## src/rtl/dmux_stream.sv

```systemverilog
// dmux_stream
//   Registered 1-to-CHANNELS stream demultiplexer. It routes one valid/ready
//   input beat per cycle to the output channel named by in_sel. Each output
//   channel has a one-entry holding register, so a stalled consumer only
//   blocks beats that are heading for its own channel.
//
// Parameters
//   WIDTH     payload width in bits (>= 1)
//   CHANNELS  number of output channels (2..16)
//   SEL_W     select width; CHANNELS must not exceed 2**SEL_W
//
// Ports
//   clk        rising-edge clock
//   rst_n      synchronous active-low reset; wins over any beat in flight
//   in_data    input payload
//   in_sel     destination channel for the current beat
//   in_valid   producer offers a beat
//   in_ready   block accepts a beat this cycle (combinational, independent
//              of in_valid)
//   out_data   channel i payload at [i*WIDTH +: WIDTH]
//   out_valid  per-channel holding register full
//   out_ready  per-channel consumer accepts
//   err_drop   one-cycle pulse after a beat with out-of-range in_sel was
//              consumed and discarded
//   beat_cnt   per-channel 16-bit accepted-beat counters at [i*16 +: 16]
//
// Build option
//   DMUX_STREAM_STATS_EN  when defined, beat_cnt counts loads per channel
//                         (wrapping at 16 bits); when undefined, beat_cnt is
//                         tied to zero and no counters exist.

module dmux_stream #(
  parameter int WIDTH    = 16,
  parameter int CHANNELS = 4,
  parameter int SEL_W    = 2
) (
  input  logic                      clk,
  input  logic                      rst_n,
  input  logic [WIDTH-1:0]          in_data,
  input  logic [SEL_W-1:0]          in_sel,
  input  logic                      in_valid,
  output logic                      in_ready,
  output logic [CHANNELS*WIDTH-1:0] out_data,
  output logic [CHANNELS-1:0]       out_valid,
  input  logic [CHANNELS-1:0]       out_ready,
  output logic                      err_drop,
  output logic [CHANNELS*16-1:0]    beat_cnt
);

  logic [CHANNELS-1:0]       sel_hot;
  logic                      sel_ok;
  logic                      accept;
  logic [CHANNELS-1:0]       load;
  logic [CHANNELS-1:0]       drain;
  logic [CHANNELS*WIDTH-1:0] data_q;
  logic [CHANNELS-1:0]       valid_q;
  logic                      err_q;

  // One-hot decode of the select. A select that matches no channel leaves
  // sel_hot all-zero, which is how an out-of-range beat is recognised without
  // ever indexing past the last channel.
  always_comb begin
    sel_hot = '0;
    for (int i = 0; i < CHANNELS; i++) begin
      sel_hot[i] = (in_sel == SEL_W'(i));
    end
  end

  assign sel_ok = |sel_hot;

  // A channel can take a beat when it is empty or being drained in the same
  // cycle. Out-of-range beats are always taken so they can be discarded.
  assign in_ready = !sel_ok || |(sel_hot & (~valid_q | out_ready));
  assign accept   = in_valid && in_ready;
  assign load     = sel_hot & {CHANNELS{accept}};
  assign drain    = valid_q & out_ready;

  always_ff @(posedge clk) begin
    if (!rst_n) begin
      data_q  <= '0;
      valid_q <= '0;
      err_q   <= 1'b0;
    end else begin
      for (int i = 0; i < CHANNELS; i++) begin
        if (load[i]) begin
          // Load wins over drain: a simultaneous drain hands off the old beat
          // while the new one takes its place, keeping full throughput.
          data_q[i*WIDTH +: WIDTH] <= in_data;
          valid_q[i]               <= 1'b1;
        end else if (drain[i]) begin
          valid_q[i] <= 1'b0;
        end
      end
      err_q <= accept && !sel_ok;
    end
  end

  assign out_data  = data_q;
  assign out_valid = valid_q;
  assign err_drop  = err_q;

`ifdef DMUX_STREAM_STATS_EN
  logic [CHANNELS*16-1:0] cnt_q;

  always_ff @(posedge clk) begin
    if (!rst_n) begin
      cnt_q <= '0;
    end else begin
      for (int i = 0; i < CHANNELS; i++) begin
        if (load[i]) begin
          cnt_q[i*16 +: 16] <= cnt_q[i*16 +: 16] + 16'd1;
        end
      end
    end
  end

  assign beat_cnt = cnt_q;
`else
  assign beat_cnt = '0;
`endif

endmodule

```

## config.mk

```make
export PLATFORM = sky130hd
export DESIGN_NAME = dmux_stream
export DESIGN_NICKNAME = d
export VERILOG_FILES = /design/src/rtl/dmux_stream.sv
export SDC_FILE = /design/constraint.sdc
export NUM_CORES = 1
export LEC_CHECK = 0
export ABC_AREA = 1
export BUFFER_PORTS_ARGS = -buffer_cell sky130_fd_sc_hd__buf_4
export CORE_UTILIZATION = 53
export DETAILED_ROUTE_END_ITERATION = 16
export GPL_TIMING_DRIVEN = 0
export PLACE_DENSITY_LB_ADDON = 0.3
export SYNTH_ARGS = -nofsm -noshare
export SYNTH_HDL_FRONTEND = slang
export SYNTH_SLANG_ARGS = --single-unit
```

## constraint.sdc

```tcl
create_clock -name clk -period 4.05 [get_ports clk]
set_input_delay 0.6075 -clock clk [delete_from_list [all_inputs] [get_ports clk]]
set_output_delay 0.6075 -clock clk [all_outputs]
set_load 0.02 [all_outputs]
```

* Word level (Yosys, flattened, before mapping) *
Cells that the tools add are included.
W data, S select, Z words.

storage, ports and cells
  flip-flop bits (word level) = 69
  input port bits = 25

cells by class
  muxes and demuxes = 8
  equal/unequal tests = 3
  reductions and logical operators = 11
  bitwise gates (word level) = 5

operator list
  operator              count
  $and A4 B4 Y4         3
  $mux W1               8
  $reduce_bool A2 Y1    4
  $reduce_or A4 Y1      2
  $eq A2 B2 Y1 const B  2
  $not A4 Y4            1
  $or A4 B4 Y4          1
  $eq A2 B1 Y1 const B  1
  $logic_and A1 B1 Y1   2
  $logic_not A2 Y1      1
  $logic_not A1 Y1      1
  $logic_or A1 B1 Y1    1

* Longest topological paths before layout *
Gate-level depths: netlist (run 1).

  depth after elaboration = 8
  mapped depth = 11

* Worst setup path after synthesis (run 1) *
No wires, ideal clock.

  path type = input-to-output
  from = in in_sel[0]
  to = out in_ready
  setup slack = 2.011 ns
  cell stages on the path = 6
  data arrival time = 1.432 ns
  cell sequence = nor2_2 nand2_1 nand2_1 inv_2 nand2_8 buf_2

on the way
  longest elaborated chain between the ends = 4
  elaborated cells between the ends (all ways) = 9

ends and longest elaborated chain
  what                                                  RTL line  RTL
  start: declaration                                    40        input logic [SEL_W-1:0] in_sel,
  $eq A2 B1 Y1, or another cell as far along            65        sel_hot[i] = (in_sel == SEL_W'(i));
  $and A4 B4 Y4 or $reduce_or A4 Y1 (tied branches)     73, 69
  $reduce_or A4 Y1 or $logic_not A1 Y1 (tied branches)  73        assign in_ready = !sel_ok || |(sel_hot & (~valid_q | out_ready));
  $logic_or A1 B1 Y1 *                                  73
  end: declaration                                      42        output logic in_ready,

Mark *: on every way between the ends. The rest lies on a longest branch, timed or not.

* Worst setup path in the final report (run 1) *
Same ends and word-level chain as after synthesis.

==> results of run 1 <==
-- power breakdown --
part	internal [uW]	switching, uW
clock	381	259
sequential	712	18.1
combinational	163	258
total	1260	535
-- cell families after synthesis --
logic type,after synthesis
other,1
and+or+nand+nor,277
DFF,69
buffers and inverters,249
AOI/OAI and AO/OA,3
-- how the worst max path moves through the flow --
stage | startpoint | end | slack (ns) | depth (start not counted)
floorplan | in_sel[0] | in_ready | 2.01 | 6
global placement | in_sel[0] | in_ready | 1.62 | 8
detailed placement | in_sel[0] | in_ready | 1.61 | 8
CTS | in_sel[0] | in_ready | 1.61 | 8
global route | in_sel[0] | in_ready | 1.48 | 8
finish | in_sel[0] | in_ready | 1.60 | 8
-- worst register-to-register path: cells and delay by family (launching register included) --
family / cells / cell delay, ns
and+or+nand+nor: 7 / 0.61
buffers and inverters: 3 / 0.36
DFF: 1 / 0.31
-- through the flow --
step	area [um2]	util [%]	hold WS, ns	setup slack, ns	total power (uW)
after floorplan	4180	-	0.562	2.01	1050
after global placement	5000	69.3	0.499	1.62	1150
after detailed placement	5000	69.3	0.496	1.61	1160
after CTS	5220	72.4	0.510	1.61	1790
after global routing	5220	72.4	0.536	1.48	1860
final	5220	72.4	0.511	1.60	1790
-- registers in the layout, summed over array words and instances, names as in the netlist --
name and count:
err_drop 1, out_valid 4, out_data 64
-- synth_stat cells --
| cell type | instances | area [um2] |
|---|---|---|
| nand2_8 | 1 | 20.0 |
| conb_1 | 1 | 3.75 |
| buf_4 | 64 | 480 |
| nand4_1 | 64 | 400 |
| dfxtp_1 | 69 | 1380 |
| buf_2 | 2 | 10.0 |
| nor2_2 | 1 | 6.26 |
| buf_1 | 4 | 15.0 |
| inv_1 | 144 | 541 |
| a21oi_1 | 3 | 15.0 |
| nand3_4 | 4 | 70.1 |
| clkbuf_1 | 14 | 52.6 |
| buf_6 | 10 | 113 |
| nand2_1 | 141 | 529 |
| nor2_1 | 64 | 240 |
| inv_2 | 11 | 41.3 |
| nor2_4 | 2 | 22.5 |
-- metal layers --
| layer | up-vias | global-route usage [%] | routed length (um) |
|---|---|---|---|
| met5 | - | 0 | 0 |
| met4 | 0 | 11.6 | 252 |
| met3 | 25 | 6.62 | 1000 |
| met2 | 208 | 41.5 | 4450 |
| met1 | 1628 | 29.9 | 3840 |
| li1 | 1968 | - | - |
-- layout make-up --
class,count,share of cell area [%]
clock inverter,3,1.29
sequential,69,26.4
inverter,155,11.1
buffer,94,12.8
tap,99,2.37
clock buffer,13,3.04
multi-input combinational,345,29.6
timing repair buffer,92,13.2
==> flow_summary.ini, run 1 <==
[sta]
grt_setup_unrepaired = false
hold_viol = 0
finalCritPeriodShare_pct = 60.6
fmax_mhz = 408
finalSetupViolations = 0
fin_tns_setup_ns = 0
clock_skew_ns = 0.00947
slew_viol_final = 0
min_period_ns = 2.45

[place]
place.gp.congestion = 0.911
dp.cells = 854
port_buffers = 92
dp_hpwl_mm = 7.19

[logic_synthesis]
ys_ff_latch = 69
yosysWarnings = 0
synthMuxAreaShare_pct = 0
synth_compound_area_share_pct = 0.381
synthAdderAreaFrac_pct = 0
ys_types = 17
seq_area_frac_synth_pct = 35.0
netlist_area_um2 = 3940
synthXorXnorAreaFrac_pct = 0
avgSynthCellArea_um2 = 6.58
syn_inst = 599
yosys.area_share.simple_pct = 32.7
synth_top_family_by_area = simple AND/OR/NAND/NOR gates

[setup_path]
crit_fanout = 10
r2r_start = out_valid[0]$_SDFFE_PN0P_
crit_family = simple AND/OR/NAND/NOR gates
reg2reg_to = out_data[55]$_SDFFE_PN0P_
endpoint_kind = primary output
cp.required_ns = 3.44
critPathKind = in -> out
slowest_delay_ns = 0.36
path_cells = buf_4 > nor2_2 > nand2_1 > nand2_1 > inv_2 > nand2_8 > buf_2 > buf_4
ff2ff_setup_slack_ns = 2.66
rr_worst_depth = 10
cpMaxStageDelayCell = nor2_2
start_kind = input port
arrival_ns = 1.85
crit_buf_inv = 4

[global_routing]
grt_pass1_vias = 3174
track_usage_pct = 24.9
antenna_found_initial = 0
grt_overflow_total = 0
grt_max_degree = 12
grt_pass1_wl_mm = 14.5

[power_and_ir_drop]
p_per_area_nw_per_um2 = 343
p_leak_uw = 0.00298
ir_drop_uv = 188

[die]
ioPinCount = 159
dieArea_um2 = 7790
die_x_um = 88.2
die_y_um = 88.2
num_rows = 31
core_area_um2 = 7210
initial_core_util_pct = 54.6

[clock_network]
cts_setup_buffers = 0
cts_buffers = 9
cts_sinks = 69
post_cts_resized = 0
cts_root_buf = clkbuf_8
path_clk_slew_ns = 0.07
cts_max_level = 3
clk_latency_ns = 0.36
cts_buffer_depth = 2
cts_tree = yes
hold_buffers = 0

[worst_hold_path]
hold_start = out_data[31]$_SDFFE_PN0P_
hold_end = out_data[31]$_SDFFE_PN0P_
min_path_cells = 4
min_path_type = reg -> reg

[layout]
drive_gt1_share_pct = 26.1
final_common_cell = buf_4
synthToLayoutAreaGrowth_pct = 32.5
regArea_um2 = 1380
multi_input_area_um2 = 1550
fin_cells = 870
antenna-diode-count = 0
fin_nets = 791
mostFrequentLayoutCells = buf_4, inv_1, nand2_1, dfxtp_1, conb_1
fill_cells = 627

[route]
vias = 3829
drc_errors = 0
drt_first_pass_iters = 5
drt_iter0_drc = 244
wirelength_mm = 9.54
via_per_inst = 4.40
wl_per_cell_um = 11.0
ant_nets = 0

[job]
max_cap_violations = 0

[status]
status = completed
Power figures use the tool's default switching activity.
==> inputs of run 2 (changes only) <==
CORE_UTILIZATION = 49   (was 53)
clock period = 2.6 ns   (was 4.05 ns; I/O delays follow)
==> flow_summary.ini, run 2 (synthesis gave the netlist of run 1 again) <==
[route]
drt_first_pass_iters = 5
vias = 3812
drc_errors = 0
ant_nets = 0
wirelength_mm = 9.37
wl_per_cell_um = 10.7
via_per_inst = 4.37
drt_iter0_drc = 220

[die]
ioPinCount = 159
core_area_um2 = 7770
dieArea_um2 = 8410
die_x_um = 91.7
initial_core_util_pct = 50.7
num_rows = 32
die_y_um = 91.7

[setup_path]
path_cells = buf_4 > nor2_2 > nand2_1 > nand2_1 > inv_2 > nand2_8 > buf_2 > buf_4
endpoint_kind = primary output
crit_buf_inv = 4
critPathKind = in -> out
crit_fanout = 10
start_kind = input port
cpMaxStageDelayCell = nor2_2
arrival_ns = 1.63
cp.required_ns = 2.21
ff2ff_setup_slack_ns = 1.20
slowest_delay_ns = 0.37
crit_family = simple AND/OR/NAND/NOR gates

[layout]
regArea_um2 = 1380
multi_input_area_um2 = 1550
final_common_cell = buf_4
antenna-diode-count = 0
largest_reg_flops = 64
fin_nets = 791
mostFrequentLayoutCells = buf_4, inv_1, nand2_1, dfxtp_1, conb_1
drive_gt1_share_pct = 26.2
synthToLayoutAreaGrowth_pct = 31.4
fill_cells = 708

[status]
status = completed

[power_and_ir_drop]
clkPwrFrac_pct = 30.7
p_leak_uw = 0.00297
seq_power_share_pct = 43.9
p_per_area_nw_per_um2 = 499
p_sw_share_pct = 32.1
internal_power_uw = 1760
ir_drop_uv = 275
combPwrFrac_pct = 25.4
p_sw_uw = 829

[sta]
finalSetupViolations = 0
clock_skew_ns = 0.00735
hold_viol = 0
min_period_ns = 2.02
slew_headroom_pct = 66.2
fin_worst_hold_slack_ns = 0.349
tightest_slew_ns = 0.507
grt_setup_unrepaired = false
fin_tns_setup_ns = 0
fmax_mhz = 495
slew_viol_final = 0
finalCritPeriodShare_pct = 77.8

[clock_network]
hold_buffers = 0
cts_setup_buffers = 0
post_cts_resized = 0
cts_tree = yes
cts_buffer_depth = 2
path_clk_slew_ns = 0.07
cts_sinks = 69
cts_buffers = 9
cts_max_level = 3
clk_latency_ns = 0.35
cts_root_buf = clkbuf_8

[global_routing]
grt_pass1_wl_mm = 14.9
grt_overflow_total = 0
grt_max_degree = 12
track_usage_pct = 22.4
antenna_found_initial = 0
grt_pass1_vias = 3341

[place]
place.gp.congestion = 0.937
port_buffers = 92
dp_hpwl_mm = 7.23

[job]
max_cap_violations = 0

[worst_hold_path]
min_path_type = in -> reg
[run 2: cell count changes in the layout (fill, tap and decap cells not counted), sizes merged]
cell	previous run	this run
clkinv	0	3
clkbuf	27	26
bufinv	2	0
[run 2: worst min-delay path, cell delays in order]
cell and delay, ns:
buf_4 0.07, inv_1 0.03, nand2_1 0.08, a21oi_1 0.07
[run 2: layer usage]
| layer | GRT usage [%] | share of wire (%) | up-vias |
|---|---|---|---|
| met5 | 0 | 0 | - |
| met3 | 5.14 | 8.0 | 25 |
| met1 | 27.5 | 42 | 1634 |
| met2 | 37.8 | 47 | 186 |
| met4 | 9.26 | 2.5 | 0 |
| li1 | - | - | 1967 |
[run 2: power by group through the flow]
stage | registers [uW] | clock network [uW] | logic [uW]
after floorplan | 1220 | 0 | 412
after global placement | 1160 | 0 | 633
final | 1140 | 793 | 655
after global routing | 1140 | 852 | 714
after detailed placement | 1160 | 0 | 646
after CTS | 1140 | 801 | 649
[run 2: path summary, 6_finish.rpt]
path                                   from                         to  cells past startpoint
setup / recovery                  in_sel[0]                   in_ready                      8
setup reg to reg  out_valid[3]$_SDFFE_PN0P_  out_data[17]$_SDFFE_PN0P_                     10
hold / removal                 out_ready[1]  out_valid[1]$_SDFFE_PN0P_                      4
hold reg to reg    out_data[4]$_SDFFE_PN0P_   out_data[4]$_SDFFE_PN0P_                      4
[run 2: layout make-up]
cell class	instances	area share [%]
Multi-Input combinational cell	345	29.9
Tap cell	102	2.46
Clock inverter	4	0.435
Buffer	94	13.0
Timing Repair Buffer	92	13.3
Sequential cell	69	26.7
Clock buffer	12	3.00
Inverter	155	11.2
[run 2: stage by stage]
step / setup WS [ns] / instance area (um2) / utilization [%] / cells / power, uW
after CTS: 0.590 / 5180 / 66.7 / 873 / 2590
after detailed placement: 0.603 / 5000 / 64.4 / 857 / 1810
final: 0.578 / 5180 / 66.7 / 873 / 2580
after floorplan: 0.996 / 4180 / - / 663 / 1630
after global placement: 0.621 / 5000 / 64.4 / 857 / 1790
after global routing: 0.483 / 5180 / 66.7 / 873 / 2710
